<file path="config.mk">
export PLATFORM = sky130hd
export DESIGN_NAME = ovl_frame_responder
export DESIGN_NICKNAME = d
export VERILOG_FILES = /design/src/rtl/ovl_frame_responder.sv
export SDC_FILE = /design/constraint.sdc
export NUM_CORES = 1
export LEC_CHECK = 0
export ABC_AREA = 1
export CORE_MARGIN = 5
export CORE_UTILIZATION = 55
export CTS_CLUSTER_DIAMETER = 120
export DETAILED_ROUTE_END_ITERATION = 8
export HOLD_SLACK_MARGIN = 0.02
export PLACE_DENSITY = 0.82
export SYNTH_ARGS = -nofsm -noshare
export SYNTH_HDL_FRONTEND = slang
export SYNTH_SLANG_ARGS = --single-unit
export TNS_END_PERCENT = 5
</file>
<file path="constraint.sdc">
create_clock -name clock -period 4.6 [get_ports clock]
set_clock_uncertainty 0.1 [all_clocks]
set_input_delay 1.38 -clock clock [delete_from_list [all_inputs] [get_ports clock]]
set_output_delay 1.38 -clock clock [all_outputs]
set_load 0.005 [all_outputs]
</file>
<file path="src/rtl/ovl_frame_responder.sv">
// Frame stimulus responder: after each rising edge of start_event it emits one
// test_expr pulse a (normally window-clamped) number of enabled cycles later.
module ovl_frame_responder #(
    parameter int MIN_CKS             = 0,
    parameter int MAX_CKS             = 0,
    parameter int ACTION_ON_NEW_START = 0,
    parameter int DW                  = 8,
    parameter int ALLOW_VIOLATE       = 0
) (
    input  logic          clock,
    input  logic          reset,
    input  logic          enable,
    input  logic          start_event,
    input  logic [DW-1:0] delay_sel,
    output logic          test_expr,
    output logic          busy,
    output logic          clamped,
    output logic          collision,
    output logic          err_new_start
);

    typedef enum logic [0:0] {
        ST_IDLE = 1'b0,
        ST_WAIT = 1'b1
    } state_t;

    localparam logic [DW-1:0] ONE_D = {{(DW-1){1'b0}}, 1'b1};
    localparam logic [DW-1:0] LO_D  = (MIN_CKS == 32'sd0) ? ONE_D : DW'(MIN_CKS);
    localparam logic [DW-1:0] HI_D  = (MAX_CKS == 32'sd0) ? {DW{1'b1}} : DW'(MAX_CKS);

    // A zero request always becomes one cycle so the down-counter can never wrap.
    function automatic logic [DW-1:0] eff_delay(input logic [DW-1:0] sel);
        logic [DW-1:0] d;
        if (ALLOW_VIOLATE != 32'sd0) begin
            d = (sel == {DW{1'b0}}) ? ONE_D : sel;
        end else if (sel < LO_D) begin
            d = LO_D;
        end else if (sel > HI_D) begin
            d = HI_D;
        end else begin
            d = sel;
        end
        return d;
    endfunction

    function automatic logic is_clamped(input logic [DW-1:0] sel, input logic [DW-1:0] d);
        return (d != sel) && !((sel == {DW{1'b0}}) && (d == ONE_D));
    endfunction

    state_t        state_r;
    logic [DW-1:0] cnt_r;
    logic          start_q_r;
    logic          clamp_pend_r;
    logic          coll_pend_r;
    logic          err_pend_r;

    logic          edge_s;
    logic [DW-1:0] d_s;
    logic          clamp_s;

    // Start-edge detection and effective delay for a frame accepted this cycle.
    always_comb begin
        edge_s  = enable & start_event & ~start_q_r;
        d_s     = eff_delay(delay_sel);
        clamp_s = is_clamped(delay_sel, d_s);
    end

    // Frame FSM; status flags are presented one cycle after the event that raised them.
    always_ff @(posedge clock or posedge reset) begin
        if (reset) begin
            state_r       <= ST_IDLE;
            cnt_r         <= {DW{1'b0}};
            start_q_r     <= 1'b0;
            clamp_pend_r  <= 1'b0;
            coll_pend_r   <= 1'b0;
            err_pend_r    <= 1'b0;
            test_expr     <= 1'b0;
            busy          <= 1'b0;
            clamped       <= 1'b0;
            collision     <= 1'b0;
            err_new_start <= 1'b0;
        end else begin
            busy          <= (state_r == ST_WAIT);
            clamped       <= clamp_pend_r;
            collision     <= coll_pend_r;
            err_new_start <= err_pend_r;
            test_expr     <= 1'b0;
            clamp_pend_r  <= 1'b0;
            coll_pend_r   <= 1'b0;
            err_pend_r    <= 1'b0;
            if (enable) begin
                start_q_r <= start_event;
                case (state_r)
                    ST_IDLE: begin
                        if (edge_s) begin
                            state_r      <= ST_WAIT;
                            cnt_r        <= d_s - ONE_D;
                            clamp_pend_r <= clamp_s;
                        end else begin
                            state_r <= ST_IDLE;
                        end
                    end
                    ST_WAIT: begin
                        if (cnt_r == {DW{1'b0}}) begin
                            test_expr <= 1'b1;
                            state_r   <= ST_IDLE;
                        end else begin
                            cnt_r <= cnt_r - ONE_D;
                        end
                        // A restart overrides the expiry above, so a coincident pulse still fires.
                        if (edge_s) begin
                            coll_pend_r <= 1'b1;
                            if (ACTION_ON_NEW_START == 32'sd1) begin
                                state_r      <= ST_WAIT;
                                cnt_r        <= d_s - ONE_D;
                                clamp_pend_r <= clamp_s;
                            end else if (ACTION_ON_NEW_START == 32'sd2) begin
                                err_pend_r <= 1'b1;
                            end else begin
                                err_pend_r <= 1'b0;
                            end
                        end else begin
                            coll_pend_r <= 1'b0;
                        end
                    end
                    default: begin
                        state_r <= ST_IDLE;
                        cnt_r   <= {DW{1'b0}};
                    end
                endcase
            end else begin
                state_r   <= state_r;
                cnt_r     <= cnt_r;
                start_q_r <= start_q_r;
            end
        end
    end

endmodule
</file>
==> metrics.md <==
| Metric | Value |
|---|---|
| # resized after CTS | `0` |
| Ordered list of cells on the worst path | `clkdlybuf4s50_1 -> nor2_1 -> nand2_1 -> nor2_1 -> nor2_2 -> ha_1 -> inv_1 -> o21ai_0 -> nand3_1 -> nand3_2 -> o21ai_2` |
| Final routed wire length divided by cell count | `11.87 um` |
| Setup crit start kind | `primary input` |
| Fraction of the cycle the final worst path needs | `62.83%` |
| Antenna diode count | `0` |
| Proportion of total power due to net switching | `40.13%` |
| Top flip-flop cell by instance count after synthesis | `dfrtp_1` |
| Core Box Area | `0.001783 mm2` |
| Largest cells by area after synthesis | `dfrtp_1 (38%), nand2_1 (9.6%), inv_1 (7.8%)` |
| Hold Buf Count CTS | `0` |
| Total number of vias | `988` |
| Worst Min Path Start | `coll_pend_r` |
| Avg Inst Size Synth | `7.274 um2` |
| Area of the die | `0.002893 mm2` |
| Via density per instance | `5.312` |
| Power per cell area | `401.7 mW/mm2` |
| Least-Margin Pin Slew | `0.6028 ns` |
| FF-to-FF path depth | `6` |
| Endpoint of the worst register-to-register path | `cnt_r[0]` |
| Post-place setup slack | `1.395 ns` |
| Syn Inst Count | `145` |
| Highest clock rate | `346.0 MHz` |
| Clock period minus final worst setup slack | `2.890 ns` |
| Max rail drop VDD | `0.1834 mV` |
| Final WS setup | `1.710 ns` |
| Number of fill cells | `149` |
| Clock latency on the worst-skew pair | `0.30 ns` |
| Post CTS Setup Buffer Count | `0` |
| Sequential share of power | `40.5%` |
| Final weighted congestion of routability-driven global placement | `0.8904` |
| RSZ-0062 raised after global routing | `no` |
| Via count of the first global-routing pass | `1004` |
| First-pass GRT wire length | `3960 um` |
| Total power of the final layout | `501.5 uW` |
| Total GRT Usage | `19.27%` |
| Layout overhead on the synthesized area | `18.39%` |
| Net total in the final layout | `178` |
| Max H-tree Level | `1` |
| Remaining number of nets flagged by the antenna check after routing | `0` |
| Dominant cell type by area after synthesis | `dfrtp_1` |
| Global-route congestion overflow total | `0` |
| Internal portion of total power | `300.3 uW` |
| TritonRoute pass-1 iters | `4` |
| Static power due to leakage | `0.5990 nW` |
| Number of input and output port buffers inserted | `15` |
| Area of all sequential standard cells | `400.4 um2` |
| Leading cell types in the layout, fill and taps excluded | `nand2_1 (27), inv_1 (22), nor2_1 (17)` |
| Number of placement rows | `15` |
| Hold slack final | `0.2587 ns` |
| Max-cap violations | `0` |
| Beginning of the worst register-to-register path | `state_r` |
| Register bit count reported by yosys | `16` |
| Hold crit path type | `register to register` |
| Netlist area before placement | `0.001055 mm2` |
| Flop-to-flop setup slack | `2.83 ns` |
| Number of enable-type register cells in the synthesized netlist | `0` |
| Run status | `finished, final reports clean` |
| WP data required | `4.69 ns` |
| Drt total wl | `2207 um` |
| Clock transition at the registers of the reported paths | `0.09 ns` |
| Detailed-placement wirelength estimate | `1743 um` |
| Largest incremental delay on the critical path | `0.53 ns` |
| Die outline height | `53.79 um` |
| Fraction of registers with async set/reset | `100.0%` |
| Endpoint class of the critical path | `register` |
| Clock power share | `18.8%` |
| CTS Root Cell | `clkbuf_4` |
| Seq/Total Area, Yosys | `37.96%` |
| Finish-stage setup viols | `0` |
| Cell with the most instances on the worst path | `nor2_1` |
| Max-slew violations | `0` |
| Relative slew slack | `59.77%` |
| Pin count of the biggest net entering global routing | `17` |
| CTS tree | `built` |
| Total clock buffers created by CTS | `3` |
| Comb pwr share | `40.7%` |
| Crit path arrival time | `2.98 ns` |
| Slowest cell on the critical path | `clkdlybuf4s50_1` |
| Share of final-layout standard cells stronger than drive strength 1 | `9.938%` |
| Clk sinks | `16` |
| Portion of synthesized cell area occupied by the leading cell type | `37.96%` |
| CTS Buffer Depth | `2` |
| Initial antenna violation count | `0` |
| Starting DRC count in detailed routing | `24` |
| Sw power | `201.3 uW` |
| Horizontal die dimension | `53.79 um` |
| Count of cell types in the netlist | `27` |
| Total nets after synthesis | `161` |
| Initial cell density of the core | `59.16%` |
| Crit path launch | `delay_sel[2]` |
| Total number of yosys warnings | `0` |
| Multi-input logic area | `536.8 um2` |
| Total negative setup slack | `0 ns` |
| Residual DRC | `0` |
| Endpoint of the worst setup timing path | `cnt_r[6]` |
| Final hold violation count | `0` |
| I/O pin total | `17` |
| Leading cell type in the layout, fill and taps excluded | `nand2_1` |
| Post-Route Utilization | `70.04%` |
| Critical path start-end classification | `primary input to register` |
| Max FO, Critical Path | `5` |
-- cells by family (layout without fill, tap and decap cells) --
family,count (synthesis),after routing,share of synthesized area (%)
XOR/XNOR,1,1,0.8305
AO/OA/AOI/OAI,26,26,15.66
flip-flops,16,16,37.96
adder cells (fa/ha/maj),4,4,4.745
other,1,1,0.3555
AND/OR/NAND/NOR,69,69,29.30
buffers and inverters,28,44,11.15
-- through the flow --
stage / std cells / area, um2
floorplan: 145 / 1055
global placement: 182 / 1212
detailed placement: 182 / 1212
CTS: 186 / 1249
global route: 186 / 1249
finish: 186 / 1249
-- how the worst min path moves through the flow --
stage	to	slack (ns)	depth (start not counted)
after global routing	collision	0.27	0
after detailed placement	collision	0.24	0
after global placement	collision	0.23	0
final	collision	0.26	0
after CTS	collision	0.26	0
after floorplan	clamped	0.23	0
-- state kept, by name (all words and copies together) (netlist names) --
signal and flops:
busy 1, cnt_r 8, start_q_r 1, test_expr 1
coll_pend_r 1, clamped 1, state_r 1, clamp_pend_r 1
collision 1
-- synthesized netlist by cell type (2+ instances only) --
master    n
nand2_1  27
nor2_1   17
ha_1      4
inv_1    22
nor2_2    2
o21ai_0  11
o21ai_2   4
inv_2     2
a21oi_1   6
nand3_2   2
dfrtp_1  16
nand4_1   3
nand3_1  15
-- per-layer routing --
layer  routed length (um)  vias to the layer above  GRT usage (%)  part of all wire [%]
met5                    0                        -              0                     0
met4                   73                        0          14.47                   3.3
met1                  915                      449          18.69                    41
met2                 1091                       27          35.48                    49
li1                     -                      504              -                     -
met3                  127                        8          3.601                   5.8
-- final cells by class --
type                            instances  share of cell area (%)
Timing Repair Buffer                   15                   12.02
Clock buffer                            4                   2.906
Sequential cell                        16                   32.06
Multi-Input combinational cell        101                   42.99
Inverter                               25                   7.515
Tap cell                               25                   2.505
-- critical path: cells and delay by family --
kind            cells  cell delay (ns)
buf+inv             2             0.60
simple gates        6             0.56
fa+ha+maj           1             0.22
compound gates      2             0.20
-- power groups by stage --
| stage | Combinational [mW] | Clock (mW) | Sequential, mW |
|---|---|---|---|
| floorplan | 0.164 | 0 | 0.195 |
| global placement | 0.198 | 0 | 0.203 |
| detailed placement | 0.204 | 0 | 0.206 |
| CTS | 0.205 | 0.0969 | 0.203 |
| global route | 0.236 | 0.106 | 0.208 |
| finish | 0.204 | 0.0943 | 0.203 |
Note: power is estimated with default switching activity, not from simulation.
